`config.mk`:
```
export PLATFORM = sky130hd
export DESIGN_NAME = im_loader_flat
export DESIGN_NICKNAME = d
export VERILOG_FILES = /design/src/rtl/im_loader_if.sv /design/src/rtl/im_loader.sv /design/src/flat_wrapper.sv
export SDC_FILE = /design/constraint.sdc
export NUM_CORES = 1
export LEC_CHECK = 0
export CORE_ASPECT_RATIO = 2
export CORE_MARGIN = 4
export CORE_UTILIZATION = 45
export DETAILED_ROUTE_END_ITERATION = 8
export PLACE_DENSITY_LB_ADDON = 0.2
export SYNTH_ARGS = -nofsm -noshare
export SYNTH_HDL_FRONTEND = slang
export SYNTH_SLANG_ARGS = --single-unit
```
`constraint.sdc`:
```
create_clock -name CLK -period 7.6 [get_ports CLK]
set_input_delay 1.14 -clock CLK [delete_from_list [all_inputs] [get_ports CLK]]
set_output_delay 1.14 -clock CLK [all_outputs]
set_load 0.005 [all_outputs]
```
`src/rtl/im_loader_if.sv`:
```
// Byte-stream, instruction-memory write port and status signals of the program loader.
// The slave modport is the loader; the master modport is the byte source / system side.
interface im_loader_if;
  logic        START;
  logic [7:0]  BYTE_IN;
  logic        BYTE_VALID;
  logic        BYTE_READY;
  logic [15:0] IM_WADDR;
  logic [31:0] IM_WDATA;
  logic        IM_WE;
  logic        CPU_RST_F;
  logic        BUSY;
  logic        DONE;
  logic        ERR;

  modport master (
    output START,
    output BYTE_IN,
    output BYTE_VALID,
    input  BYTE_READY,
    input  IM_WADDR,
    input  IM_WDATA,
    input  IM_WE,
    input  CPU_RST_F,
    input  BUSY,
    input  DONE,
    input  ERR
  );

  modport slave (
    input  START,
    input  BYTE_IN,
    input  BYTE_VALID,
    output BYTE_READY,
    output IM_WADDR,
    output IM_WDATA,
    output IM_WE,
    output CPU_RST_F,
    output BUSY,
    output DONE,
    output ERR
  );
endinterface

```
`src/rtl/im_loader.sv`:
```
// Framed byte-stream loader: header word count, big-endian data words written to
// instruction memory, trailing checksum; releases the core reset only on success.
module im_loader #(
  parameter logic [15:0] BASE_ADDR = 16'h0000,
  parameter logic [15:0] MAX_WORDS = 16'd1024
) (
  input  logic         CLK,
  input  logic         RST,
  im_loader_if.slave   bus
);

  typedef enum logic [2:0] {
    IDLE,
    HDR_HI,
    HDR_LO,
    DATA,
    CKSUM,
    OK,
    FAIL
  } state_t;

  state_t      state_reg, state_next;
  logic [15:0] n_reg, n_next;
  logic [15:0] widx_reg, widx_next;
  logic [1:0]  bidx_reg, bidx_next;
  logic [7:0]  ck_reg, ck_next;
  logic [23:0] asm_reg, asm_next;
  logic        ready_reg, ready_next;
  logic [15:0] waddr_reg, waddr_next;
  logic [31:0] wdata_reg, wdata_next;
  logic        we_reg, we_next;
  logic        cpu_rst_f_reg, cpu_rst_f_next;
  logic        busy_reg, busy_next;
  logic        done_reg, done_next;
  logic        err_reg, err_next;

  logic        xfer;
  logic [15:0] hdr_n;
  logic        last_word;

  // Ready is registered, so acceptance never depends combinationally on valid.
  assign xfer      = bus.BYTE_VALID && ready_reg;
  assign hdr_n     = {n_reg[15:8], bus.BYTE_IN};
  assign last_word = (widx_reg == (n_reg - 16'd1));

  always_ff @(posedge CLK or posedge RST) begin
    if (RST) begin
      state_reg     <= IDLE;
      n_reg         <= '0;
      widx_reg      <= '0;
      bidx_reg      <= '0;
      ck_reg        <= '0;
      asm_reg       <= '0;
      ready_reg     <= 1'b0;
      waddr_reg     <= BASE_ADDR;
      wdata_reg     <= '0;
      we_reg        <= 1'b0;
      cpu_rst_f_reg <= 1'b0;
      busy_reg      <= 1'b0;
      done_reg      <= 1'b0;
      err_reg       <= 1'b0;
    end else begin
      state_reg     <= state_next;
      n_reg         <= n_next;
      widx_reg      <= widx_next;
      bidx_reg      <= bidx_next;
      ck_reg        <= ck_next;
      asm_reg       <= asm_next;
      ready_reg     <= ready_next;
      waddr_reg     <= waddr_next;
      wdata_reg     <= wdata_next;
      we_reg        <= we_next;
      cpu_rst_f_reg <= cpu_rst_f_next;
      busy_reg      <= busy_next;
      done_reg      <= done_next;
      err_reg       <= err_next;
    end
  end

  always_comb begin
    state_next     = state_reg;
    n_next         = n_reg;
    widx_next      = widx_reg;
    bidx_next      = bidx_reg;
    ck_next        = ck_reg;
    asm_next       = asm_reg;
    ready_next     = ready_reg;
    waddr_next     = waddr_reg;
    wdata_next     = wdata_reg;
    we_next        = 1'b0;
    cpu_rst_f_next = cpu_rst_f_reg;
    busy_next      = busy_reg;
    done_next      = done_reg;
    err_next       = err_reg;

    case (state_reg)
      IDLE, OK, FAIL: begin
        if (bus.START) begin
          state_next     = HDR_HI;
          widx_next      = '0;
          bidx_next      = '0;
          ck_next        = '0;
          ready_next     = 1'b1;
          busy_next      = 1'b1;
          done_next      = 1'b0;
          err_next       = 1'b0;
          cpu_rst_f_next = 1'b0;
        end
      end

      HDR_HI: begin
        if (xfer) begin
          n_next[15:8] = bus.BYTE_IN;
          state_next   = HDR_LO;
        end
      end

      HDR_LO: begin
        if (xfer) begin
          n_next = hdr_n;
          if ((hdr_n == 16'd0) || (hdr_n > MAX_WORDS)) begin
            state_next = FAIL;
            ready_next = 1'b0;
            busy_next  = 1'b0;
            err_next   = 1'b1;
          end else begin
            state_next = DATA;
          end
        end
      end

      DATA: begin
        if (xfer) begin
          ck_next   = ck_reg + bus.BYTE_IN;
          asm_next  = {asm_reg[15:0], bus.BYTE_IN};
          bidx_next = bidx_reg + 2'd1;
          // Fourth byte of a word completes it: launch the write the same edge.
          if (bidx_reg == 2'd3) begin
            wdata_next = {asm_reg, bus.BYTE_IN};
            waddr_next = BASE_ADDR + widx_reg;
            we_next    = 1'b1;
            widx_next  = widx_reg + 16'd1;
            if (last_word) begin
              state_next = CKSUM;
            end
          end
        end
      end

      CKSUM: begin
        if (xfer) begin
          ready_next = 1'b0;
          busy_next  = 1'b0;
          if (bus.BYTE_IN == ck_reg) begin
            state_next     = OK;
            done_next      = 1'b1;
            cpu_rst_f_next = 1'b1;
          end else begin
            state_next = FAIL;
            err_next   = 1'b1;
          end
        end
      end

      default: begin
        state_next     = IDLE;
        ready_next     = 1'b0;
        busy_next      = 1'b0;
        cpu_rst_f_next = 1'b0;
      end
    endcase
  end

  assign bus.BYTE_READY = ready_reg;
  assign bus.IM_WADDR   = waddr_reg;
  assign bus.IM_WDATA   = wdata_reg;
  assign bus.IM_WE      = we_reg;
  assign bus.CPU_RST_F  = cpu_rst_f_reg;
  assign bus.BUSY       = busy_reg;
  assign bus.DONE       = done_reg;
  assign bus.ERR        = err_reg;

endmodule

```
`src/flat_wrapper.sv`:
```
// flat-port wrapper written by rule: the top's interface ports become plain ports
module im_loader_flat 
#(
  parameter logic [15:0] BASE_ADDR = 16'h0000,
  parameter logic [15:0] MAX_WORDS = 16'd1024
)
  (CLK, RST, bus_START, bus_BYTE_IN, bus_BYTE_VALID, bus_BYTE_READY, bus_IM_WADDR, bus_IM_WDATA, bus_IM_WE, bus_CPU_RST_F, bus_BUSY, bus_DONE, bus_ERR);
  im_loader_if bus_i ();
  input  logic CLK;
  input  logic RST;
  input wire logic [$bits(bus_i.START)-1:0] bus_START;
  input wire logic [$bits(bus_i.BYTE_IN)-1:0] bus_BYTE_IN;
  input wire logic [$bits(bus_i.BYTE_VALID)-1:0] bus_BYTE_VALID;
  output wire logic [$bits(bus_i.BYTE_READY)-1:0] bus_BYTE_READY;
  output wire logic [$bits(bus_i.IM_WADDR)-1:0] bus_IM_WADDR;
  output wire logic [$bits(bus_i.IM_WDATA)-1:0] bus_IM_WDATA;
  output wire logic [$bits(bus_i.IM_WE)-1:0] bus_IM_WE;
  output wire logic [$bits(bus_i.CPU_RST_F)-1:0] bus_CPU_RST_F;
  output wire logic [$bits(bus_i.BUSY)-1:0] bus_BUSY;
  output wire logic [$bits(bus_i.DONE)-1:0] bus_DONE;
  output wire logic [$bits(bus_i.ERR)-1:0] bus_ERR;
  assign bus_i.START = bus_START;
  assign bus_i.BYTE_IN = bus_BYTE_IN;
  assign bus_i.BYTE_VALID = bus_BYTE_VALID;
  assign bus_BYTE_READY = bus_i.BYTE_READY;
  assign bus_IM_WADDR = bus_i.IM_WADDR;
  assign bus_IM_WDATA = bus_i.IM_WDATA;
  assign bus_IM_WE = bus_i.IM_WE;
  assign bus_CPU_RST_F = bus_i.CPU_RST_F;
  assign bus_BUSY = bus_i.BUSY;
  assign bus_DONE = bus_i.DONE;
  assign bus_ERR = bus_i.ERR;
  im_loader #(.BASE_ADDR(BASE_ADDR), .MAX_WORDS(MAX_WORDS)) u_core (.CLK(CLK), .RST(RST), .bus(bus_i));
endmodule
```
* After elaboration in Yosys (flattened, before gate mapping) *
Cells that the tools add are included.

word-level totals
  bits of input ports = 12
  output and inout port bits = 54
  register bits after elaboration = 122
  word-level logic and storage cells = 102

cells by class
  order comparisons = 1
  add/sub/neg operators = 4
  mux-type cells = 40
  reductions and logical operators = 21
  equal/unequal tests = 19
  bitwise gates (word level) = 3

operators by type and width
  kind                     number
  $mux W16                 3
  $pmux W16 S2             1
  $pmux W8 S2              2
  $mux W3                  8
  $mux W8                  3
  $add A16 B1 Y16 const B  1
  $eq A16 B16 Y1           1
  $gt A16 B11 Y1 const B   1
  $logic_not A16 Y1        1
  $ne A2 B1 Y1 const B     8
  $sub A16 B1 Y16 const B  1
  $pmux W3 S5              1
  $mux W1                  14
  $reduce_and A4 Y1        3
  $eq A3 B3 Y1 const B     3
  $reduce_and A3 Y1        3
  $add A8 B8 Y8            1
  $eq A8 B8 Y1             1
  $reduce_and A7 Y1        1
  $eq A3 B2 Y1 const B     2
  $mux W2                  3
  $pmux W1 S3              2
  $reduce_and A6 Y1        1
  $reduce_or A3 Y1         2
  16 further kinds         21

* Longest topological paths before layout *
Gate-level depths: netlist of run 1.

  depth after elaboration = 6
  mapped depth = 10
  gate-level depth less buffers = 8

* Least setup slack after synthesis of run 1 *
Ideal clock, no wire load.

  path type = input port to flip-flop
  start = input bus_BYTE_IN[1]
  end = register u_core.state_reg[0]
  data required time = 7.481 ns
  stages on the path = 6
  path buffers = 0
  library setup time = 0.119 ns
  path slack = 4.855 ns
  arrival time = 2.627 ns
  cell sequence = or4_1 > or4_1 > nand3_1 > a21oi_1 > a22oi_1 > o21ba_1

between the ends
  word-level cells in the longest chain between the ends = 5
  elaborated cells between the ends (all ways) = 9
  classes of those cells = order compare (1); eq/ne (1); mux (5); reduce/logical (2)

RTL lines
  element                                              RTL line            RTL
  start, declared                                      flat_wrapper.sv:12  input wire logic [$bits(bus_i.BYTE_IN)-1:0] bus_BYTE_IN;
  $gt A16 B11 Y1 or $logic_not A16 Y1 (tied branches)  im_loader.sv:121    if ((hdr_n == 16'd0) || (hdr_n > MAX_WORDS)) begin
  $logic_or A1 B1 Y1                                   im_loader.sv:121
  $mux W3                                              im_loader.sv:121
  $mux W3                                              im_loader.sv:119    if (xfer) begin
  $pmux W3 S5 *                                        im_loader.sv:96     case (state_reg)
  end signal, assigned                                 im_loader.sv:63     state_reg <= state_next;
  end, declared                                        im_loader.sv:22     state_t state_reg, state_next;

Mark *: on every way between the ends. The rest lies on a longest branch, timed or not. The select of a mux whose other input is x is not followed.
A chain may end at the register's enable or synchronous reset.

* Final worst setup path of run 1 *
  start = input bus_BYTE_VALID
  end = register u_core.wdata_reg[21] (netlist: u_core.bus.IM_WDATA[21])

between the ends
  word-level cells in the longest chain between the ends = 2

RTL lines
  element                      RTL line            RTL
  start, declared              flat_wrapper.sv:13  input wire logic [$bits(bus_i.BYTE_VALID)-1:0] bus_BYTE_VALID;
  $logic_and A1 B1 Y1          im_loader.sv:42     assign xfer = bus.BYTE_VALID && ready_reg;
  $reduce_and A3 Y1 (no line)  n/a
  end signal, assigned         im_loader.sv:71     wdata_reg <= wdata_next;
  end, declared                im_loader.sv:30     logic [31:0] wdata_reg, wdata_next;

Every way passes these cells.

==> results of run 1 <==
[path summary, 6_finish.rpt]
| path | end | slack [ns] |
|---|---|---|
| worst max-delay path | u_core.bus.IM_WDATA[21]$_DFFE_PP0P_ | 3.77 |
| worst min-delay path | u_core.bus.IM_WADDR[1]$_DFFE_PP0P_ | 0.47 |
| worst max register to register | u_core.bus.IM_WDATA[21]$_DFFE_PP0P_ | 3.86 |
| worst min register to register | u_core.bus.IM_WADDR[1]$_DFFE_PP0P_ | 0.47 |
| max in group asynchronous | u_core.n_reg[3]$_DFFE_PP0P_ | 5.07 |
| min in group asynchronous | u_core.bus.IM_WDATA[8]$_DFFE_PP0P_ | 1.18 |
[logic make-up (layout without fill, tap and decap cells)]
group                    after synthesis  after routing  share of synthesized area
AND/OR/NAND/NOR                      303            303                      0.233
buffers and inverters                 48            112                     0.0344
AO/OA/AOI/OAI                         79             79                     0.0828
flip-flops                           122            122                      0.500
adder cells (fa/ha/maj)               11             11                     0.0238
XOR/XNOR                              39             39                     0.0560
multiplexers                          38             38                     0.0701
[metrics by stage]
step | instances | util | instance area [um2] | worst slack [ns] | power, mW
floorplan | 640 | - | 6100 | 3.22 | 1.56
global placement | 827 | 0.510 | 6820 | 3.35 | 1.80
detailed placement | 827 | 0.510 | 6820 | 3.30 | 1.85
CTS | 859 | 0.555 | 7410 | 3.75 | 2.67
global route | 859 | 0.555 | 7410 | 3.57 | 2.83
finish | 859 | 0.555 | 7410 | 3.77 | 2.66
[layout by cell type (no fill, tap or decap), drive strengths merged, types with 2 or more instances in the layout]
| cell | n |
|---|---|
| and3 | 7 |
| nor2b | 5 |
| o211ai | 2 |
| a22oi | 3 |
| o31ai | 3 |
| clkinvlp | 2 |
| ha | 10 |
| clkbuf | 17 |
| nor4 | 11 |
| inv | 21 |
| or2 | 2 |
| or4 | 7 |
| o21ai | 23 |
| nor2 | 31 |
| a21o | 3 |
| a31o | 3 |
| xnor2 | 22 |
| xor2 | 17 |
| mux2 | 38 |
| nand2b | 5 |
| nand2 | 175 |
| a41oi | 2 |
| dfrtp | 122 |
| a31oi | 5 |
| buf | 5 |
| nor3b | 3 |
| nor3 | 17 |
| nand4b | 5 |
| nand3 | 18 |
| a21oi | 18 |
| nand4 | 8 |
| or3 | 2 |
| clkdlybuf4s50 | 65 |
| a211oi | 2 |
| o21bai | 2 |
| o22ai | 2 |
[critical path, cell delays in order]
cell	delay, ns
clkdlybuf4s50_1	0.55
nand2_1	0.18
nor2_2	0.15
buf_4	0.30
nand2_1	0.36
buf_4	0.32
inv_2	0.68
mux2_2	0.41
[layout make-up]
type,instances,area (um2),area share
inverter,10,40.0,0.00540
tap,155,194,0.0262
clock buffer,17,425,0.0574
timing repair buffer,70,688,0.0928
clock inverter,15,168,0.0226
sequential,122,3050,0.412
multi-input combinational,470,2840,0.384
[per-layer routing]
metal / wire length [um] / vias up / GRT usage
met5: 0 / - / 0
met2: 8570 / 134 / 0.377
met3: 702 / 28 / 0.0562
met1: 5760 / 2385 / 0.219
li1: - / 2302 / -
met4: 344 / 0 / 0.0748
[where the power goes]
| group | internal (mW) | total (mW) | switching [mW] |
|---|---|---|---|
| sequential | 0.833 | 1.03 | 0.193 |
| combinational | 0.397 | 0.820 | 0.423 |
| clock | 0.469 | 0.813 | 0.344 |
| total | 1.70 | 2.66 | 0.960 |
==> results_dict.tcl, run 1 <==
set metrics [dict create \
    grt_pass1_wl_mm 25.3 \
    via_per_inst 5.64 \
    fin_tns_setup_ns 0 \
    ff2ff_path_depth 8 \
    ir_drop_mv 0.236 \
    slew_viol_final 0 \
    yosys_warnings 0 \
    start_util 0.457 \
    crit_start "bus_BYTE_VALID" \
    worstSkewPairLatency_ns 0.42 \
    grt_pass1_vias 4999 \
    fin_skew_ns 0.00823 \
    dp_hpwl_mm 10.8 \
    row_count 60 \
    synth_top_flop_cell "dfrtp_1" \
    n_fill_cell 1189 \
    antenna_cells 0 \
    netlist_instances 640 \
    synth_top_area_frac 0.500 \
    holdWs_ns 0.471 \
    clk_pin_slew_ns 0.06 \
    synth_commonest_cells "175 x nand2_1, 122 x dfrtp_1, 32 x clkbuf_1" \
    r2r_start "u_core.state_reg[1]$_DFFE_PP0P_" \
    io_pins 66 \
    postCtsHoldBufs 0 \
    finalCriticalPeriod_ns 3.83 \
    io_buffer_count 65 \
    whs_path_depth 2 \
    syn-cell-area_mm2 0.00610 \
    synth_edf_count 0 \
    drive_gt1_frac 0.108 \
    synthToLayoutAreaGrowth_pct 21.4 \
    crit_fanout 48 \
    hp-start "u_core.bus.IM_WADDR[1]$_DFFE_PP0P_" \
    root_buffer "clkbuf_16" \
    relSlewSlack 0.0958 \
    postCtsSetupBuffers 0 \
    fp.coreArea_mm2 0.0134 \
    gp_congestion 0.925 \
    cp-end-kind "flip-flop" \
    synthTopCellsByArea "dfrtp_1 50%, nand2_1 11%, mux2_2 4.6%, xnor2_1 3.2%, xor2_1 2.4%" \
    largest_reg_flops 32 \
    grt_max_degree 72 \
    start_kind "input pin" \
    post_cts_resize_count 0 \
    drt-initial-drc-count 355 \
    synthMostInstantiatedCell "nand2_1" \
    rsz0062_at_grt "false" \
    die_y_um 173 \
    cts.path.max_buffers 2 \
    max_slew.worst_pin.slew_ns 1.34 \
    critPathRequiredTime_ns 7.90 \
    async_flop_share 1.00 \
    die-area_mm2 0.0156 \
    maxCapViolCount 0 \
    power.leakage_nw 3.47 \
    cts_tree "yes" \
    vias 4849 \
    ys_seq_area_frac 0.500 \
    antenna_left 0 \
    setup-violations-final 0 \
    yosysTopAreaCell "dfrtp_1" \
    synth_cell_types 64 \
    grt.total_usage 0.204 \
    drc 0 \
    dr.pass1.iters 6 \
    nets 714 \
    outcome "completed" \
    hold_viol 0 \
    synth_area_per_cell_um2 9.54 \
    wl_per_cell_um 17.9 \
    crit_type "input pin to flip-flop" \
    min_period_over_period 0.504 \
    grt_overflow 0 \
    cts_inserted_buffers 17 \
    die_w_um 90.4 \
    syn_nets 663 \
    antenna_found_initial 0 \
    hp-class "flip-flop to flip-flop" \
    clock_sinks 122 \
    cp.arrival_ns 4.13 \
    power.density_mw_per_mm2 359 \
    synth-seq-cells 122 \
    h-tree-depth 4 \
    wl_mm 15.4 \
    timing.fmax_ghz 0.261 \
]
Note: power is estimated with default switching activity, not from simulation.
==> run 2: changes to the inputs <==
==> constraint.sdc (replaced) <==
create_clock -name CLK -period 3.86 [get_ports CLK]
set_input_delay 0.579 -clock CLK [delete_from_list [all_inputs] [get_ports CLK]]
set_output_delay 0.579 -clock CLK [all_outputs]
set_load 0.005 [all_outputs]
==> run 2 against run 1 <==
Sequential share of layout area fell by 0.24 points. Design area up 0.59%. Combinational power grew 96%. Via count down 0.16%. Sequential power up 98%. First-iteration DRC count increased by 12%. Setup slack worse by 2.7 ns. Clock-buffer cell count did not move. Final cell count is 0.81% higher. Non-clock buffer count up 7. Core utilization increased by 0.33 points. Wire length down 0.53%.
==> results_dict.tcl, run 2 (synthesized netlist as in run 1, its figures left out) <==
set metrics [dict create \
    p_sw_frac 0.363 \
    ir_drop_mv 0.434 \
    crit_fanout 32 \
    drc 0 \
    outcome "completed" \
    wl_per_cell_um 17.7 \
    drive_gt1_frac 0.117 \
    synthToLayoutAreaGrowth_pct 22.1 \
    grt_pass1_wl_mm 26.2 \
    nets 721 \
    grt_pass1_vias 5180 \
    grt_overflow 0 \
    crit_start "u_core.state_reg[1]$_DFFE_PP0P_" \
    via_per_inst 5.59 \
    hp-start "u_core.bus.IM_WADDR[6]$_DFFE_PP0P_" \
    final_common_cell "nand2_1" \
    fin_tns_setup_ns 0 \
    wl_mm 15.3 \
    maxCapViolCount 0 \
    cts_tree "yes" \
    dp.cells 834 \
    vias 4841 \
    drt-initial-drc-count 396 \
    start_util 0.457 \
    reg2reg_slack_ns 1.12 \
    dr.pass1.iters 5 \
    antenna_found_initial 0 \
    row_count 60 \
    pwr-share-seq 0.393 \
    power.density_mw_per_mm2 695 \
    timing.fmax_ghz 0.365 \
    fin_skew_ns 0.00958 \
    die-area_mm2 0.0156 \
    critPathRequiredTime_ns 4.16 \
    slew_viol_final 0 \
    p_comb_frac 0.312 \
    largest_reg_flops 32 \
    hp-class "flip-flop to flip-flop" \
    antenna_left 0 \
    hold_end "u_core.bus.IM_WADDR[6]$_DFFE_PP0P_" \
    cp-end-kind "flip-flop" \
    grt.total_usage 0.207 \
    die_y_um 173 \
    grt_max_degree 89 \
    cp.arrival_ns 3.04 \
    clock_sinks 122 \
    die_w_um 90.4 \
    root_buffer "clkbuf_16" \
    whs_path_depth 2 \
    n_fill_cell 1214 \
    antenna_cells 0 \
    postCtsSetupBuffers 0 \
    min_period_over_period 0.711 \
    postCtsHoldBufs 0 \
    multi_input_area_mm2 0.00284 \
    io_buffer_count 65 \
    gp_congestion 0.874 \
    fp.coreArea_mm2 0.0134 \
    clk_pin_slew_ns 0.06 \
    p_clk_frac 0.295 \
    crit_type "flip-flop to flip-flop" \
    power.switching_mw 1.88 \
    register_area_mm2 0.00305 \
    p_int_mw 3.30 \
    cts.path.max_buffers 2 \
    io_pins 66 \
    hold_viol 0 \
    power.leakage_nw 3.50 \
    ff2ff_path_depth 6 \
    rsz0062_at_grt "false" \
    r2r-end "u_core.bus.IM_WDATA[24]$_DFFE_PP0P_" \
    relSlewSlack 0.457 \
    post_cts_resize_count 0 \
    setup-violations-final 0 \
    h-tree-depth 4 \
    start_kind "flip-flop" \
    final_cell_mix "175 x nand2_1, 122 x dfrtp_1, 65 x clkdlybuf4s50_1" \
    max_slew.worst_pin.slew_ns 0.811 \
    worstSkewPairLatency_ns 0.41 \
    r2r_start "u_core.state_reg[1]$_DFFE_PP0P_" \
    fin_cells 866 \
    dp_hpwl_mm 11.0 \
    finalCriticalPeriod_ns 2.74 \
    cts_inserted_buffers 17 \
]
[run 2: worst max path at each step]
| stage | endpoint | cells past startpoint |
|---|---|---|
| 6_report | u_core.bus.IM_WDATA[24]$_DFFE_PP0P_ | 6 |
| 5_1_grt | u_core.bus.IM_WADDR[2]$_DFFE_PP0P_ | 8 |
| 4_1_cts | u_core.bus.IM_WDATA[20]$_DFFE_PP0P_ | 6 |
| 3_5_place_dp | u_core.state_reg[0]$_DFFE_PP0P_ | 7 |
| 3_3_place_gp | u_core.state_reg[0]$_DFFE_PP0P_ | 7 |
| 2_1_floorplan | u_core.asm_reg[0]$_DFFE_PP0P_ | 1 |
[run 2: cell type report]
| cell class | instances | share of cell area |
|---|---|---|
| Tap cell | 155 | 0.0260 |
| Clock inverter | 15 | 0.0196 |
| Clock buffer | 17 | 0.0571 |
| Timing Repair Buffer | 77 | 0.101 |
| Sequential cell | 122 | 0.409 |
| Multi-Input combinational cell | 470 | 0.381 |
| Inverter | 10 | 0.00537 |
[run 2: critical path, cell delays in order (launching register included)]
cell and delay, ns:
dfrtp_1 0.76, nor2b_1 0.51, nand2_1 0.13, nor2_2 0.13, nand2_1 0.11, inv_2 0.56, mux2_2 0.41
[run 2: per-layer routing]
layer | track usage | part of all wire | vias to the layer above
met2 | 0.383 | 0.55 | 115
li1 | - | - | 2317
met1 | 0.225 | 0.38 | 2378
met4 | 0.0863 | 0.030 | 0
met3 | 0.0448 | 0.035 | 31
met5 | 0 | 0 | -
[run 2: power by group through the flow]
stage / sequential [mW] / clock (mW) / combinational [mW]
5_1_grt: 2.09 / 1.62 / 1.83
6_report: 2.04 / 1.53 / 1.61
2_1_floorplan: 1.87 / 0 / 1.19
3_5_place_dp: 2.05 / 0 / 1.62
3_3_place_gp: 2.02 / 0 / 1.57
4_1_cts: 2.03 / 1.56 / 1.63
[run 2: stage by stage]
stage          instance area [um2]  setup WS (ns)  hold slack [ns]  total power [mW]  utilization
5_1_grt                       7460          0.879            0.507              5.54        0.558
3_3_place_gp                  6880          0.990            0.454              3.59        0.515
2_1_floorplan                 6100         0.0385            0.440              3.07            -
4_1_cts                       7460           1.15            0.478              5.22        0.558
6_report                      7460           1.12            0.470              5.18        0.558
3_5_place_dp                  6880          0.927            0.462              3.66        0.515
==> run 3: changes to the inputs <==
==> constraint.sdc (replaced) <==
create_clock -name CLK -period 2.7 [get_ports CLK]
set_input_delay 0.405 -clock CLK [delete_from_list [all_inputs] [get_ports CLK]]
set_output_delay 0.405 -clock CLK [all_outputs]
set_load 0.005 [all_outputs]
==> run 3 against run 2 <==
First-iteration DRC count shrank 26%. Clock power increased by 54%. Via count grew 2.7%. Die area unchanged. Hold slack worse by 0.013 ns. Sequential share of layout area down 1.3 points. Power rose by 48%. Critical path type unchanged. Largest power group unchanged.
==> results_dict.tcl, run 3 (synthesized netlist as in run 1, its figures left out) <==
set metrics [dict create \
    drt-initial-drc-count 292 \
    clock_sinks 122 \
    final_cell_mix "175 x nand2_1, 122 x dfrtp_1, 65 x clkdlybuf4s50_1" \
    die_y_um 173 \
    die_w_um 90.4 \
    dp_hpwl_mm 11.4 \
    io_pins 66 \
    n_fill_cell 1171 \
    total_power_mw 7.67 \
    cts_tree "yes" \
    crit_fanout 7 \
    relSlewSlack 0.689 \
    cp.arrival_ns 2.82 \
    finalCriticalPeriod_ns 2.52 \
    h-tree-depth 4 \
    multi_input_area_mm2 0.00286 \
    post_cts_resize_count 0 \
    root_buffer "clkbuf_16" \
    fin_tns_setup_ns 0 \
    final_common_cell "nand2_1" \
    fp.coreArea_mm2 0.0134 \
    dr.pass1.iters 5 \
    postCtsSetupBuffers 0 \
    grtUsageMet3 0.0353 \
    power.leakage_nw 3.63 \
    cts_inserted_buffers 17 \
    fin_skew_ns 0.00664 \
    row_count 60 \
    r2r-end "u_core.state_reg[1]$_DFFE_PP0P_" \
    grt_most_used_layer "met2" \
    min_period_over_period 0.933 \
    nets 745 \
    clk_pin_slew_ns 0.06 \
    largest_reg_flops 32 \
    power.density_mw_per_mm2 996 \
    start_util 0.457 \
    grt.total_usage 0.209 \
    die-area_mm2 0.0156 \
    gp_congestion 0.920 \
    endpoint "u_core.state_reg[1]$_DFFE_PP0P_" \
    rsz0062_at_grt "false" \
    dp_slack_ns 0.116 \
    grt_pass1_vias 5254 \
    grt_overflow 0 \
    crit_type "flip-flop to flip-flop" \
    worstSkewPairLatency_ns 0.41 \
    hp-class "input pin to async pin" \
    layout_setup_ws_ns 0.180 \
    cts.path.max_buffers 2 \
    grt_max_degree 60 \
    io_buffer_count 65 \
    antenna_cells 0 \
    slew_viol_final 0 \
    max_slew.worst_pin.slew_ns 0.467 \
    ff2ff_path_depth 6 \
    timing.fmax_ghz 0.397 \
    wl_per_cell_um 17.6 \
    synthToLayoutAreaGrowth_pct 26.2 \
    wl_mm 15.7 \
    grt_use_met2 0.390 \
    register_area_mm2 0.00305 \
    cp-end-kind "flip-flop" \
    antenna_left 0 \
    drive_gt1_frac 0.147 \
    reg2reg_slack_ns 0.18 \
    ir_drop_mv 0.591 \
    drc 0 \
    grtUsageMet1 0.225 \
    critPathRequiredTime_ns 3.00 \
    utilization 0.577 \
    setup-violations-final 0 \
    grt_pass1_wl_mm 26.2 \
    antenna_found_initial 0 \
    postCtsHoldBufs 0 \
    r2r_start "u_core.n_reg[5]$_DFFE_PP0P_" \
    hold_viol 0 \
    crit_start "u_core.n_reg[5]$_DFFE_PP0P_" \
    vias 4974 \
    start_kind "flip-flop" \
    maxCapViolCount 0 \
    via_per_inst 5.60 \
    outcome "completed" \
]
-- run 3: how the worst min path moves through the flow --
stage                                                     to  cells past startpoint  slack, ns
after detailed placement  u_core.bus.IM_WADDR[5]$_DFFE_PP0P_                      2       0.46
after floorplan               u_core.asm_reg[18]$_DFFE_PP0P_                      2       0.44
after global routing             u_core.n_reg[3]$_DFFE_PP0P_                      3       0.50
after global placement        u_core.asm_reg[18]$_DFFE_PP0P_                      2       0.45
after CTS                 u_core.bus.IM_WDATA[1]$_DFFE_PP0P_                      3       0.46
final                        u_core.widx_reg[15]$_DFFE_PP0P_                      3       0.46
-- run 3: report_power, final --
part / leakage, nW / switching [mW] / internal, mW / total, mW
registers: 1.61 / 0.489 / 2.35 / 2.84
logic: 1.72 / 1.27 / 1.22 / 2.49
clock network: 0.294 / 0.878 / 1.47 / 2.35
-- run 3: worst max-delay path: stages (launching register included) --
cell	delay, ns
dfrtp_1	0.48
or4_4	0.62
nor4_4	0.31
xnor2_1	0.12
nor4_2	0.21
nand4b_1	0.26
a311o_1	0.40
-- run 3: cell type report --
type                    instances  area share
clock buffers                  17      0.0552
clock inverters                14      0.0245
inverters                      10     0.00536
multi-input cells             470       0.371
flip-flops and latches        122       0.396
well taps                     155      0.0252
repair buffers                101       0.123
-- run 3: per-stage QoR --
step	instance area, um2	cells	hold WS, ns
after global routing	7700	889	0.499
after detailed placement	7080	858	0.462
after CTS	7690	889	0.463
after floorplan	6110	640	0.440
final	7700	889	0.456
after global placement	7080	858	0.454
-- run 3: routing by layer --
metal	vias up	wire length [um]
met1	2439	5860
met2	133	8710
li1	2360	-
met4	0	528
met3	42	563
met5	-	0
==> RTL change 1, RTL diff (config.mk and constraints of run 1) <==
Take the reset off `n_reg` and load it in a clocked block of its own.
--- a/src/rtl/im_loader.sv
+++ b/src/rtl/im_loader.sv
@@ -47,5 +47,4 @@
     if (RST) begin
       state_reg     <= IDLE;
-      n_reg         <= '0;
       widx_reg      <= '0;
       bidx_reg      <= '0;
@@ -62,5 +61,4 @@
     end else begin
       state_reg     <= state_next;
-      n_reg         <= n_next;
       widx_reg      <= widx_next;
       bidx_reg      <= bidx_next;
@@ -76,4 +74,8 @@
       err_reg       <= err_next;
     end
+  end
+
+  always_ff @(posedge CLK) begin
+    n_reg <= n_next;
   end
 
Check against the original RTL: no difference found for any inputs over 4 cycles, from zero or initial values and one cycle with RST high; that may be too few to reach the edited logic, so the function may still have changed.
==> RTL change 1 against run 1 <==
Sequential cell count unchanged; total power decreased by 24%; non-clock buffer count increased by 2; area after synthesis decreased by 4.8%; combinational power decreased by 49%; die area decreased by 4.4%; worst setup slack got worse by 0.046 ns; design area decreased by 4.0%; clock skew decreased by 0.0020 ns; routed wire length decreased by 6.2%; critical path type unchanged; critical endpoint is now u_core.widx_reg[10]; largest cell class unchanged.
==> RTL change 1: results (changes against run 1) <==
| Metric | Value |
|---|---|
| Status | finished clean |
| EDFF count, synth | 16 (+16) |
| M1 GR Usage | 23.3% (+1.4 points) |
| Final instance area | 7120 um^2 (-4.0%) |
| Layout cells sized above 1 | 7.54% (-3.3 points) |
| Drt total wl | 14,400 um (-6.2%) |
| Placed cell count | 821 (-0.73%) |
| Fill cells | 1,177 (-1.0%) |
| Placed Area | 6580 um^2 (-3.5%) |
| Most frequent cells after synthesis | nand2_1 (232), dfrtp_1 (106), nor2_1 (39) |
| Met2 Wirelength | 8150 um (-4.9%) |
| Relative slew margins | 30.9% (+21 points) |
| Total number of vias | 4,607 (-5.0%) |
| Post-synthesis sequential area ratio | 53.9% (+3.9 points) |
| Worst Clk Skew | 0.00618 ns (-0.00204 ns) |
| Routed len/inst | 16.9 um (-5.5%) |
| Top cells by area, synth | dfrtp_1 (46%), nand2_1 (15%), edfxtp_1 (8.3%) |
| Met3 Use GR | 3.75% (-1.9 points) |
| Compound-Gate Fraction of Synth Area | 8.11% (-0.17 points) |
| Multiplexer share of the synthesized area | 1.42% (-5.6 points) |
| Adder-Cell Fraction of Synth Area | 2.67% (+0.29 points) |
| Gr usage total | 21.0% (+0.59 points) |
| First-pass GRT wire length | 24,100 um (-4.9%) |
| Syn Area/Cell | 9.27 um^2 (-2.8%) |
| Post-DP HPWL | 10,100 um (-6.9%) |
| Post-synthesis xor/xnor area fraction | 4.97% (-0.62 points) |
| Placer Congestion | 0.839 (-9.3%) |
| GR Util met2 | 37.6% (-0.18 points) |
| Iter 0 DRT Violations | 249 (-30%) |
==> RTL change 1: cell count changes after synthesis, sizes merged, moves of 11 or more <==
| cell | delta |
|---|---|
| nand2 | +58 |
| mux2 | -36 |
| clkbuf | -16 |
| dfrtp | -16 |
| edfxtp | +16 |
| nor3 | -11 |
==> RTL change 1: final cells by class <==
| class | instances | share of cell area [%] |
|---|---|---|
| sequential | 122 | 44.0 |
| timing repair buffer | 72 | 9.88 |
| tap | 150 | 2.64 |
| multi-input combinational | 460 | 34.9 |
| clock buffer | 17 | 5.98 |
| inverter | 17 | 0.931 |
| clock inverter | 15 | 1.63 |
==> RTL change 1: power breakdown <==
group	switching (mW)	internal, mW
combinational	0.233	0.187
clock	0.322	0.422
sequential	0.104	0.754
total	0.659	1.36
==> RTL change 1: worst reg2reg max path: stages (launching register included) <==
cell and delay (ns):
dfrtp_1 0.65, nand2_1 0.24, nor3_2 0.20, buf_4 0.32, nand2_2 0.08, buf_4 0.30, inv_2 0.71, o211ai_2 0.30
or3_1 0.40, a21oi_1 0.16
==> RTL change 1: path summary, 6_finish.rpt <==
| path | start | endpoint | slack [ns] | depth (start not counted) |
|---|---|---|---|---|
| max | bus_BYTE_VALID | u_core.widx_reg[10] | 3.73 | 10 |
| min | u_core.asm_reg[22] | u_core.bus.IM_WDATA[30] | 0.47 | 2 |
| max reg2reg | u_core.state_reg[0] | u_core.widx_reg[10] | 4.16 | 9 |
| min reg2reg | u_core.asm_reg[22] | u_core.bus.IM_WDATA[30] | 0.47 | 2 |
| max in group asynchronous | RST | u_core.bus.IM_WADDR[10] | 5.26 | 3 |
| min in group asynchronous | RST | u_core.ck_reg[0] | 1.17 | 2 |
==> RTL change 2, RTL diff (config.mk and constraints of run 1) <==
Without the edit above. `MAX_WORDS` is set to 16'd1024 in 2 places; all go to 16'd512.
--- a/src/rtl/im_loader.sv
+++ b/src/rtl/im_loader.sv
@@ -3,5 +3,5 @@
 module im_loader #(
   parameter logic [15:0] BASE_ADDR = 16'h0000,
-  parameter logic [15:0] MAX_WORDS = 16'd1024
+  parameter logic [15:0] MAX_WORDS = 16'd512
 ) (
   input  logic         CLK,
--- a/src/flat_wrapper.sv
+++ b/src/flat_wrapper.sv
@@ -3,5 +3,5 @@
 #(
   parameter logic [15:0] BASE_ADDR = 16'h0000,
-  parameter logic [15:0] MAX_WORDS = 16'd1024
+  parameter logic [15:0] MAX_WORDS = 16'd512
 )
   (CLK, RST, bus_START, bus_BYTE_IN, bus_BYTE_VALID, bus_BYTE_READY, bus_IM_WADDR, bus_IM_WDATA, bus_IM_WE, bus_CPU_RST_F, bus_BUSY, bus_DONE, bus_ERR);
Formal check against the unedited RTL: not equivalent (Yosys sat finds a counterexample within 4 cycles, from zero or initial values and one cycle with RST high).
==> RTL change 2 against run 1 <==
Routed wire length is 1.4% lower; worst setup slack better by 0.51 ns; hold slack worse by 0.0021 ns; count of clock-buffer cells in the layout is 3 higher; global-route usage is 0.29 points higher; synthesized cell count is 4.1% lower; design area is 0.44% lower; cell count is 2.3% lower; first-iteration DRC count is 45% lower; register-to-register slack better by 0.73 ns; highest routed layer unchanged; core utilization is 1.0 points higher; area after synthesis is 1.2% lower; sequential cell count stayed put; total power is 4.8% lower.
==> RTL change 2: results (changes against run 1) <==
| Metric | Value |
|---|---|
| Drt pass-1 iters | 5 (-1) |
| Compound-Gate Fraction of Synth Area | 9.77% (+1.5 points) |
| Peak supply drop | 0.197 mV (-17%) |
| Final #Nets | 697 (-2.4%) |
| Placer Congestion | 0.900 (-2.7%) |
| Crit path max fanout | 48 (unchanged) |
| Worst Path Arrival | 3.61 ns (-0.52 ns) |
| Status | finished clean |
| Hold WS | 0.469 ns (-0.00206 ns) |
| NonClk Buf Share | 9.43% (+0.14 points) |
| Hold Path End | u_core.bus.IM_WADDR[0] |
| Post-synthesis xor/xnor area fraction | 5.25% (-0.35 points) |
| Yosys cell types | 70 (+9.4%) |
| R2r setup slk | 4.59 ns (+0.73 ns) |
| Comb pwr share | 28.7% (-2.1 points) |
| #MultiIn Comb | 452 (-3.8%) |
| Mapped Nets | 637 (-3.9%) |
| Min-delay src | u_core.bus.IM_WADDR[0] |
| Largest net degree at the start of global routing | 86 (+19%) |
| Adder-Cell Fraction of Synth Area | 2.41% (+0.029 points) |
| Worst Clk Skew | 0.00763 ns (-0.000602 ns) |
| Pleak | 3.50 nW (+0.77%) |
| ClkCell Share | 8.05% (+0.052 points) |
| Iter 0 DRT Violations | 197 (-45%) |
| Vias in the first global route | 5,062 (+1.3%) |
| Clock buf count | 20 (+3) |
| Gr usage total | 20.7% (+0.29 points) |
| Post-DP HPWL | 10,500 um (-2.4%) |
| Drt total wl | 15,200 um (-1.4%) |
| Fill cells | 1,133 (-4.7%) |
| Post-synthesis sequential area ratio | 50.6% (+0.60 points) |
| First-pass GRT wire length | 25,500 um (+0.63%) |
| FF-to-FF path depth | 6 (-2) |
| Num sequential | 122 (unchanged) |
| Slew @ Worst Pin | 1.08 ns (-0.262 ns) |
| Multiplexer share of the synthesized area | 7.61% (+0.60 points) |
| Reg2reg start | u_core.state_reg[0] |
| Count of non-CTS buffers in the layout | 71 (+1.4%) |
| Footprint of the multi-input gates | 2810 um^2 (-1.3%) |
| Total number of vias | 4,771 (-1.6%) |
| Most frequent cells after synthesis | nand2_1 (169), dfrtp_1 (122), mux2_2 (28) |
## RTL change 2: changes by cell type in the layout (fill, tap and decap cells not counted), moves of 5 or more
cell     before  now
inv_8         7    0
nand2_1     175  169
nor2_1       30   24
nor3_1       17   12
or3_1         2    8
xnor2_1      22   14
## RTL change 2: stage by stage
step / std cells / total power, mW / area [um^2] / worst slack, ns
after global placement: 807 / 1.70 / 6790 / 3.88
after CTS: 839 / 2.54 / 7380 / 4.27
after global routing: 839 / 2.68 / 7380 / 4.06
after floorplan: 614 / 1.50 / 6030 / 3.22
final: 839 / 2.53 / 7380 / 4.29
after detailed placement: 807 / 1.73 / 6790 / 3.83
## RTL change 2: worst max path at each step
stage                   startpoint                      end  cells after the start  slack [ns]
CTS                 bus_BYTE_VALID  u_core.bus.IM_WDATA[15]                      7        4.27
finish              bus_BYTE_VALID  u_core.bus.IM_WDATA[15]                      7        4.29
floorplan                      RST        u_core.asm_reg[0]                      1        3.22
global route        bus_BYTE_VALID  u_core.bus.IM_WDATA[20]                      7        4.06
global placement    bus_BYTE_VALID  u_core.bus.IM_WDATA[16]                      7        3.88
detailed placement  bus_BYTE_VALID  u_core.bus.IM_WDATA[15]                      7        3.83
## RTL change 2: critical path, cell delays in order
cell	delay, ns
clkdlybuf4s50_1	0.53
nand2_1	0.15
nor3_2	0.18
buf_4	0.33
nand2_1	0.13
inv_2	0.70
mux2_2	0.41
## RTL change 2: metal layers
| layer | wire length, um | share of wire, % | GRT usage [%] |
|---|---|---|---|
| met3 | 544 | 3.6 | 4.33 |
| met5 | 0 | 0 | 0 |
| met1 | 5540 | 37 | 21.6 |
| met2 | 8650 | 57 | 40.0 |
| met4 | 429 | 2.8 | 8.94 |
